**src/rtl/melody_sequencer_pkg.sv**
```systemverilog
// rtl/melody_sequencer_pkg.sv - note constants, ROM entry layout and FSM encoding for melody_sequencer
package melody_sequencer_pkg;

  localparam int HP_W      = 21;
  localparam int DUR_W     = 12;
  localparam int ROM_W     = HP_W + DUR_W;
  localparam int ROM_DEPTH = 16;

  typedef enum logic [1:0] {
    ST_IDLE,
    ST_LOAD,
    ST_PLAY,
    ST_GAP
  } state_e;

  typedef struct packed {
    logic [HP_W-1:0]  half_period;
    logic [DUR_W-1:0] dur_ticks;
  } rom_entry_t;

  // Half periods in 50 MHz cycles: 50e6 / (2 * f_note)
  localparam logic [HP_W-1:0] NOTE_C4 = 21'd95556;
  localparam logic [HP_W-1:0] NOTE_D4 = 21'd85131;
  localparam logic [HP_W-1:0] NOTE_E4 = 21'd75843;
  localparam logic [HP_W-1:0] NOTE_F4 = 21'd71586;
  localparam logic [HP_W-1:0] NOTE_G4 = 21'd63776;
  localparam logic [HP_W-1:0] NOTE_A4 = 21'd56818;
  localparam logic [HP_W-1:0] NOTE_B4 = 21'd50619;
  localparam logic [HP_W-1:0] NOTE_C5 = 21'd47778;
  localparam logic [HP_W-1:0] NOTE_D5 = 21'd42566;
  localparam logic [HP_W-1:0] NOTE_E5 = 21'd37922;
  localparam logic [HP_W-1:0] NOTE_F5 = 21'd35793;
  localparam logic [HP_W-1:0] NOTE_G5 = 21'd31888;
  localparam logic [HP_W-1:0] NOTE_A5 = 21'd28409;
  localparam logic [HP_W-1:0] NOTE_B5 = 21'd25310;
  localparam logic [HP_W-1:0] NOTE_C6 = 21'd23889;

  localparam logic [DUR_W-1:0] DUR_DEFAULT = 12'd250;

  // Entry 0 sits in the least significant slice
  localparam logic [ROM_W*ROM_DEPTH-1:0] DEFAULT_ROM = {
    {11{33'd0}},
    {NOTE_C5, DUR_DEFAULT},
    {NOTE_D5, DUR_DEFAULT},
    {NOTE_E5, DUR_DEFAULT},
    {NOTE_D5, DUR_DEFAULT},
    {NOTE_C4, DUR_DEFAULT}
  };

endpackage

```
**src/rtl/melody_sequencer_note_rom.sv**
```systemverilog
// rtl/melody_sequencer_note_rom.sv - combinational note table lookup; indices past NUM_NOTES read as 0
module melody_sequencer_note_rom
  import melody_sequencer_pkg::*;
#(
  parameter int unsigned                   NUM_NOTES = 5,
  parameter logic [ROM_W*ROM_DEPTH-1:0]    ROM_TABLE = DEFAULT_ROM
) (
  input  logic [3:0]  index_i,
  output rom_entry_t  entry_o
);

  always_comb begin
    entry_o = '0;
    if ({28'd0, index_i} < NUM_NOTES) begin
      case (index_i)
        4'd0:  entry_o = ROM_TABLE[ 0*ROM_W +: ROM_W];
        4'd1:  entry_o = ROM_TABLE[ 1*ROM_W +: ROM_W];
        4'd2:  entry_o = ROM_TABLE[ 2*ROM_W +: ROM_W];
        4'd3:  entry_o = ROM_TABLE[ 3*ROM_W +: ROM_W];
        4'd4:  entry_o = ROM_TABLE[ 4*ROM_W +: ROM_W];
        4'd5:  entry_o = ROM_TABLE[ 5*ROM_W +: ROM_W];
        4'd6:  entry_o = ROM_TABLE[ 6*ROM_W +: ROM_W];
        4'd7:  entry_o = ROM_TABLE[ 7*ROM_W +: ROM_W];
        4'd8:  entry_o = ROM_TABLE[ 8*ROM_W +: ROM_W];
        4'd9:  entry_o = ROM_TABLE[ 9*ROM_W +: ROM_W];
        4'd10: entry_o = ROM_TABLE[10*ROM_W +: ROM_W];
        4'd11: entry_o = ROM_TABLE[11*ROM_W +: ROM_W];
        4'd12: entry_o = ROM_TABLE[12*ROM_W +: ROM_W];
        4'd13: entry_o = ROM_TABLE[13*ROM_W +: ROM_W];
        4'd14: entry_o = ROM_TABLE[14*ROM_W +: ROM_W];
        default: entry_o = ROM_TABLE[15*ROM_W +: ROM_W];
      endcase
    end
  end

endmodule

```
**src/rtl/melody_sequencer.sv**
```systemverilog
// rtl/melody_sequencer.sv - timed note/rest sequencer producing a square-wave PCM sample stream
module melody_sequencer
  import melody_sequencer_pkg::*;
#(
  parameter int unsigned                NUM_NOTES = 5,
  parameter logic [31:0]                AMPLITUDE = 32'd10000000,
  parameter int unsigned                TICK_DIV  = 50000,
  parameter int unsigned                GAP_TICKS = 20,
  parameter logic [ROM_W*ROM_DEPTH-1:0] ROM_TABLE = DEFAULT_ROM
) (
  input  logic               CLOCK_50,
  input  logic               reset,
  input  logic               start,
  input  logic               stop,
  input  logic               loop,
  output logic signed [31:0] sample,
  output logic [3:0]         note_index,
  output logic               playing,
  output logic               note_done
);

  localparam int               PW         = (TICK_DIV > 1) ? $clog2(TICK_DIV) : 1;
  localparam logic [PW-1:0]    PRESC_LAST = PW'(TICK_DIV - 1);
  localparam logic [DUR_W-1:0] GAP_LAST   = DUR_W'(GAP_TICKS - 1);
  localparam logic [3:0]       LAST_INDEX = 4'(NUM_NOTES - 1);

  state_e            state_q, state_d;
  rom_entry_t        entry_q, entry_d, rom_entry;
  logic [PW-1:0]     presc_q, presc_d;
  logic [DUR_W-1:0]  tick_q, tick_d;
  logic [HP_W-1:0]   half_cnt_q, half_cnt_d;
  logic              phase_q, phase_d;
  logic [3:0]        index_q, index_d;
  logic [31:0]       sample_q, sample_d;
  logic              tick_end, play_last, gap_last, note_end;

  melody_sequencer_note_rom #(
    .NUM_NOTES (NUM_NOTES),
    .ROM_TABLE (ROM_TABLE)
  ) u_note_rom (
    .index_i (index_q),
    .entry_o (rom_entry)
  );

  assign tick_end  = (presc_q == PRESC_LAST);
  assign play_last = (state_q == ST_PLAY) && tick_end
                     && (tick_q == entry_q.dur_ticks - DUR_W'(1));
  assign gap_last  = (state_q == ST_GAP) && tick_end && (tick_q == GAP_LAST);

  always_comb begin
    state_d    = state_q;
    entry_d    = entry_q;
    presc_d    = presc_q;
    tick_d     = tick_q;
    half_cnt_d = half_cnt_q;
    phase_d    = phase_q;
    index_d    = index_q;
    sample_d   = '0;
    note_end   = 1'b0;

    unique case (state_q)
      ST_IDLE: begin
        if (start) begin
          state_d = ST_LOAD;
          index_d = '0;
        end
      end
      ST_LOAD: begin
        entry_d    = rom_entry;
        presc_d    = '0;
        tick_d     = '0;
        half_cnt_d = '0;
        phase_d    = 1'b0;
        if (rom_entry.dur_ticks != '0) state_d = ST_PLAY;
        else if (GAP_TICKS != 0)       state_d = ST_GAP;
        else                           note_end = 1'b1;
      end
      ST_PLAY: begin
        presc_d = tick_end ? '0 : presc_q + PW'(1);
        tick_d  = tick_end ? tick_q + DUR_W'(1) : tick_q;
        if (entry_q.half_period != '0)
          sample_d = phase_q ? -AMPLITUDE : AMPLITUDE;
        if (half_cnt_q == entry_q.half_period - HP_W'(1)) begin
          half_cnt_d = '0;
          phase_d    = ~phase_q;
        end else begin
          half_cnt_d = half_cnt_q + HP_W'(1);
        end
        if (play_last) begin
          presc_d = '0;
          tick_d  = '0;
          if (GAP_TICKS != 0) state_d = ST_GAP;
          else                note_end = 1'b1;
        end
      end
      ST_GAP: begin
        presc_d = tick_end ? '0 : presc_q + PW'(1);
        tick_d  = tick_end ? tick_q + DUR_W'(1) : tick_q;
        if (gap_last) note_end = 1'b1;
      end
    endcase

    // Advance to the next entry, wrap on loop, or fall back to IDLE
    if (note_end) begin
      state_d = ST_LOAD;
      if (index_q < LAST_INDEX) begin
        index_d = index_q + 4'd1;
      end else begin
        index_d = '0;
        if (!loop) state_d = ST_IDLE;
      end
    end

    if (stop) begin
      state_d  = ST_IDLE;
      index_d  = '0;
      sample_d = '0;
    end
  end

  always_ff @(posedge CLOCK_50) begin
    if (reset) begin
      state_q    <= ST_IDLE;
      entry_q    <= '0;
      presc_q    <= '0;
      tick_q     <= '0;
      half_cnt_q <= '0;
      phase_q    <= 1'b0;
      index_q    <= '0;
      sample_q   <= '0;
    end else begin
      state_q    <= state_d;
      entry_q    <= entry_d;
      presc_q    <= presc_d;
      tick_q     <= tick_d;
      half_cnt_q <= half_cnt_d;
      phase_q    <= phase_d;
      index_q    <= index_d;
      sample_q   <= sample_d;
    end
  end

  assign sample     = $signed(sample_q);
  assign note_index = index_q;
  assign playing    = (state_q != ST_IDLE);
  assign note_done  = play_last;

endmodule
```
**config.mk**
```make
export PLATFORM = sky130hd
export DESIGN_NAME = melody_sequencer
export DESIGN_NICKNAME = d
export VERILOG_FILES = /design/src/rtl/melody_sequencer_pkg.sv /design/src/rtl/melody_sequencer_note_rom.sv /design/src/rtl/melody_sequencer.sv
export SDC_FILE = /design/constraint.sdc
export NUM_CORES = 1
export LEC_CHECK = 0
export ABC_AREA = 1
export CAP_MARGIN = 0
export CORE_MARGIN = 4
export CORE_UTILIZATION = 52
export CTS_CLUSTER_SIZE = 28
export DETAILED_ROUTE_END_ITERATION = 7
export PLACE_DENSITY = 0.76
export SYNTH_ARGS = -nofsm -noshare
export SYNTH_HDL_FRONTEND = slang
export SYNTH_SLANG_ARGS = --single-unit
export TNS_END_PERCENT = 20
```
**constraint.sdc**
```tcl
create_clock -name CLOCK_50 -period 2.2 [get_ports CLOCK_50]
set_clock_uncertainty 0.1 [all_clocks]
set_input_delay 0.33 -clock CLOCK_50 [delete_from_list [all_inputs] [get_ports CLOCK_50]]
set_output_delay 0.33 -clock CLOCK_50 [all_outputs]
set_load 0.1 [all_outputs]
```
==> impl_results.md <==
* Run status: complete, but fails checks
* Failing checks: negative setup slack
* CP Data Required Time at 2.35 ns
* Synth area leader: sky130_fd_sc_hd__dfxtp_1
* Effective utilization at floorplan at 53.5%
* Maximum Capacitance Violations at 0
* Count of input and output buffers at 35
* Remaining number of nets flagged by the antenna check after routing at 0
* Netlist area before placement at 0.00466 mm^2
* Share of cell area taken by muxes after synthesis at 0%
* Hold slack final at 0.345 ns
* Clock network latency to the later pin of the worst-skew pair at between 0.3 and 0.4 ns
* Average footprint of a synthesized cell at 6.74 um^2
* Full die area at roughly 0.011 mm^2
* Kind of end point of the critical path: flop
* Number of iterations in the first detailed-routing pass at 5
* Largest stage delay on the critical path at 0.33 ns
* Area of the multi-input gates at approximately 0.0026 mm^2
* Actual slew at the worst max-slew pin at 0.769 ns
* HPWL after detailed placement at approximately 9000 um
* Category of the critical setup timing path: reg2reg
* RSZ-0062 raised after global routing: yes
* Num CTS Buffers at 9
* Shortest period the worst path allows at 2.26 ns
* Count of unresolved DRC violations after routing at 0
* Placed inst area at roughly 0.0053 mm^2
* Most Frequent Cell on Critical Path: sky130_fd_sc_hd__nand2_1
* Synthesized-area fraction occupied by and/or/nand/nor cells at 35.9%
* Aggregate global-route resource usage at 23.6%
* Sequential Area at 0.00160 mm^2
* Initial antenna violation count at 0
* Maximum number of buffers from clock root to sink at 2
* Setup violation total in the final timing report at 18
* Area fraction of the dominant cell type after synthesis at 33.9%
* Area share of xor/xnor cells in the synthesized design at under 10%
* Cells along the critical path: buf_6, nor2_4, nand2_4, nor2_8, nand2_1, nand2_1, nand2_1, nand2_1, nand4_1, nor2_2, nand2_2, a21oi_4, clkbuf_16, nor2_1
* I/O pins at 43
* Overall die width at around 100 um
* Final worst-path cycle share at 103%
* Final WL at 12,200 um
* Maximum fanout count along the critical path at 6
* Headroom to the max-slew limit at approximately 50%
* Via count at 4,742
* Clock net sink count at just under 80
* Vias per cell at 5.51
* Maximum number of pins on one net before global-route repair at 24
* CTS HTree Levels at 3
* Total power per unit cell area at around 660 mW/mm^2
* Signal arrival time at the worst endpoint at roughly 2.4 ns
* CTS Root Cell: sky130_fd_sc_hd__clkbuf_8
* Cell row count at 34
* Main combinational cell family by area after synthesis: simple AND/OR/NAND/NOR gates
* Remaining Overflow, GRT at 0
* Hold-fix buffer count after cts at 0
* TritonCTS clock tree: yes
* WL per Instance at approximately 14 um
* Weighted congestion at the end of routability-driven global placement at 0.969
* Reg-to-reg slack, setup at -0.06 ns
* Max-slew violation count at 0
* Maximum clock frequency at between 400 and 500 MHz
* Commonest cells after routing, fill and taps aside: sky130_fd_sc_hd__nand2_1 (138), sky130_fd_sc_hd__inv_1 (78), sky130_fd_sc_hd__nor2_1 (76)
* Worst setup slack before clock tree synthesis at -0.0782 ns
* Post-synthesis register bit count at between 70 and 80
* Sum of buffers and inverters on the critical path at 2
* Final design area excluding fillers at 0.00578 mm^2
* Post-synthesis cell type count at 37
* Fraction of the mapped netlist area in compound gates at 10.6%
* Final total negative setup slack at -0.580 ns
* Worst-case setup margin in the final layout at -0.0603 ns
* # diodes at 0
* Post-layout nets at between 700 and 800
* Die height at slightly above 100 um
* Syn Inst Count at 692
* Cell with the largest stage delay on the worst path: sky130_fd_sc_hd__dfxtp_2
* VDD IR-drop max at 0.000495 V
* Synthesis warning total at 0
* Leak Pwr at 2.38 nW
* Most frequent standard cell in the layout excluding fill and tap cells: sky130_fd_sc_hd__nand2_1
* Syn-to-layout area delta at 24.0%
* Clock input transition at the sequential cells of the worst setup and hold paths at 0.08 ns
* Arithmetic-cell share of the synthesized area counting full adders, half adders and majority gates at slightly below 3%
* Fraction of layout cells with a size suffix above 1 at 21.5%
* Share of synthesized area occupied by flip-flops and latches at 33.9%
* Area inside the core boundary at approximately 0.0087 mm^2
* Wire length of the first global-routing pass at 19,800 um
* Kind of cell adding the most delay to the critical path: simple AND/OR/NAND/NOR gates
* DRT iter0 DRCs at 286
* Via count of the first global-routing pass at 4,378
* Class of the worst hold path: reg2reg
* Final instance count without filler cells at 860
* Number of hold violations in the final report at 0
* CP startpoint kind: flop
* Filler cells at 737
* Placed cell count at 835
* Top cells by area, synth: sky130_fd_sc_hd__dfxtp_1 (34%), sky130_fd_sc_hd__nand2_1 (12%), sky130_fd_sc_hd__inv_1 (7.0%), sky130_fd_sc_hd__nand3_1 (6.9%), sky130_fd_sc_hd__nor2_1 (6.8%)
[stage by stage]
stage | power (mW) | util (%)
6_report | 3.81 | 66.3
3_5_place_dp | 2.52 | 60.9
4_1_cts | 3.72 | 64.1
3_3_place_gp | 2.52 | 60.9
5_1_grt | 4.01 | 66.3
2_1_floorplan | 2.27 | -
[final timing paths]
path | startpoint | endpoint | depth (start not counted)
worst max register to register | entry_q[18]$_SDFFE_PP0P_ | half_cnt_q[6]$_SDFFE_PP0N_ | 14
worst max-delay path | entry_q[18]$_SDFFE_PP0P_ | half_cnt_q[6]$_SDFFE_PP0N_ | 14
worst min register to register | flop | entry_q[25]$_SDFFE_PP0P_ | 2
worst min-delay path | flop | entry_q[25]$_SDFFE_PP0P_ | 2
[routing by layer]
metal	wire, um	vias to the layer above	track usage, %
li1	-	2338	-
met1	5290	2191	29.9
met2	5800	183	39.2
met3	756	30	4.47
met4	340	0	9.99
met5	0	-	0
[Yosys cell counts, drive strengths merged]
library cell,n
nor2,101
nand3b,3
clkinv,2
buf,30
o211ai,4
o31ai,1
or2,1
ha,11
conb,1
xnor2,2
o21ai,34
a211oi,10
nor3,26
dfxtp,79
o32ai,1
inv,90
nand4,18
xor2,14
clkbuf,9
a21oi,37
nor4,2
nor3b,1
o21a,1
nand2,147
nand3,67
[tightest hold or removal path, cell delays in order, from the launching register on]
cell and delay (ns):
sky130_fd_sc_hd__dfxtp_1 0.30, sky130_fd_sc_hd__nand2_1 0.05, sky130_fd_sc_hd__a21oi_1 0.05
[kinds of logic (layout without fill, tap and decap cells)]
group | after synthesis | count (layout)
compound gates | 88 | 88
simple gates | 366 | 366
fa+ha+maj | 11 | 11
flops | 79 | 79
xor+xnor | 16 | 16
buf+inv | 131 | 185
other cells | 1 | 7
[layout make-up]
cell class                      count  share of cell area (%)
Timing Repair Buffer               77                    15.0
Multi-Input combinational cell    488                    45.4
Clock inverter                      6                    1.45
Clock buffer                       10                    2.21
Tap cell                          108                    2.34
Inverter                           92                    6.04
Sequential cell                    79                    27.6
[power by group]
part,switching [mW],total (mW),internal (mW),leakage (nW)
clock,0.547,1.18,0.638,0.110
combinational,0.740,1.14,0.395,1.63
sequential,0.0321,1.49,1.46,0.642
total,1.32,3.81,2.49,2.38
[what timing repair did]
| action | CTS | global route |
|---|---|---|
| resized for setup | 13 | 42 |
| buffers inserted | 3 | 4 |
| endpoints found under the setup margin | 20 | 33 |
| pin swaps | 2 | 19 |
| endpoints found under the hold margin | 0 | 0 |
| cloned | 0 | 2 |
Power figures use the tool's default switching activity.
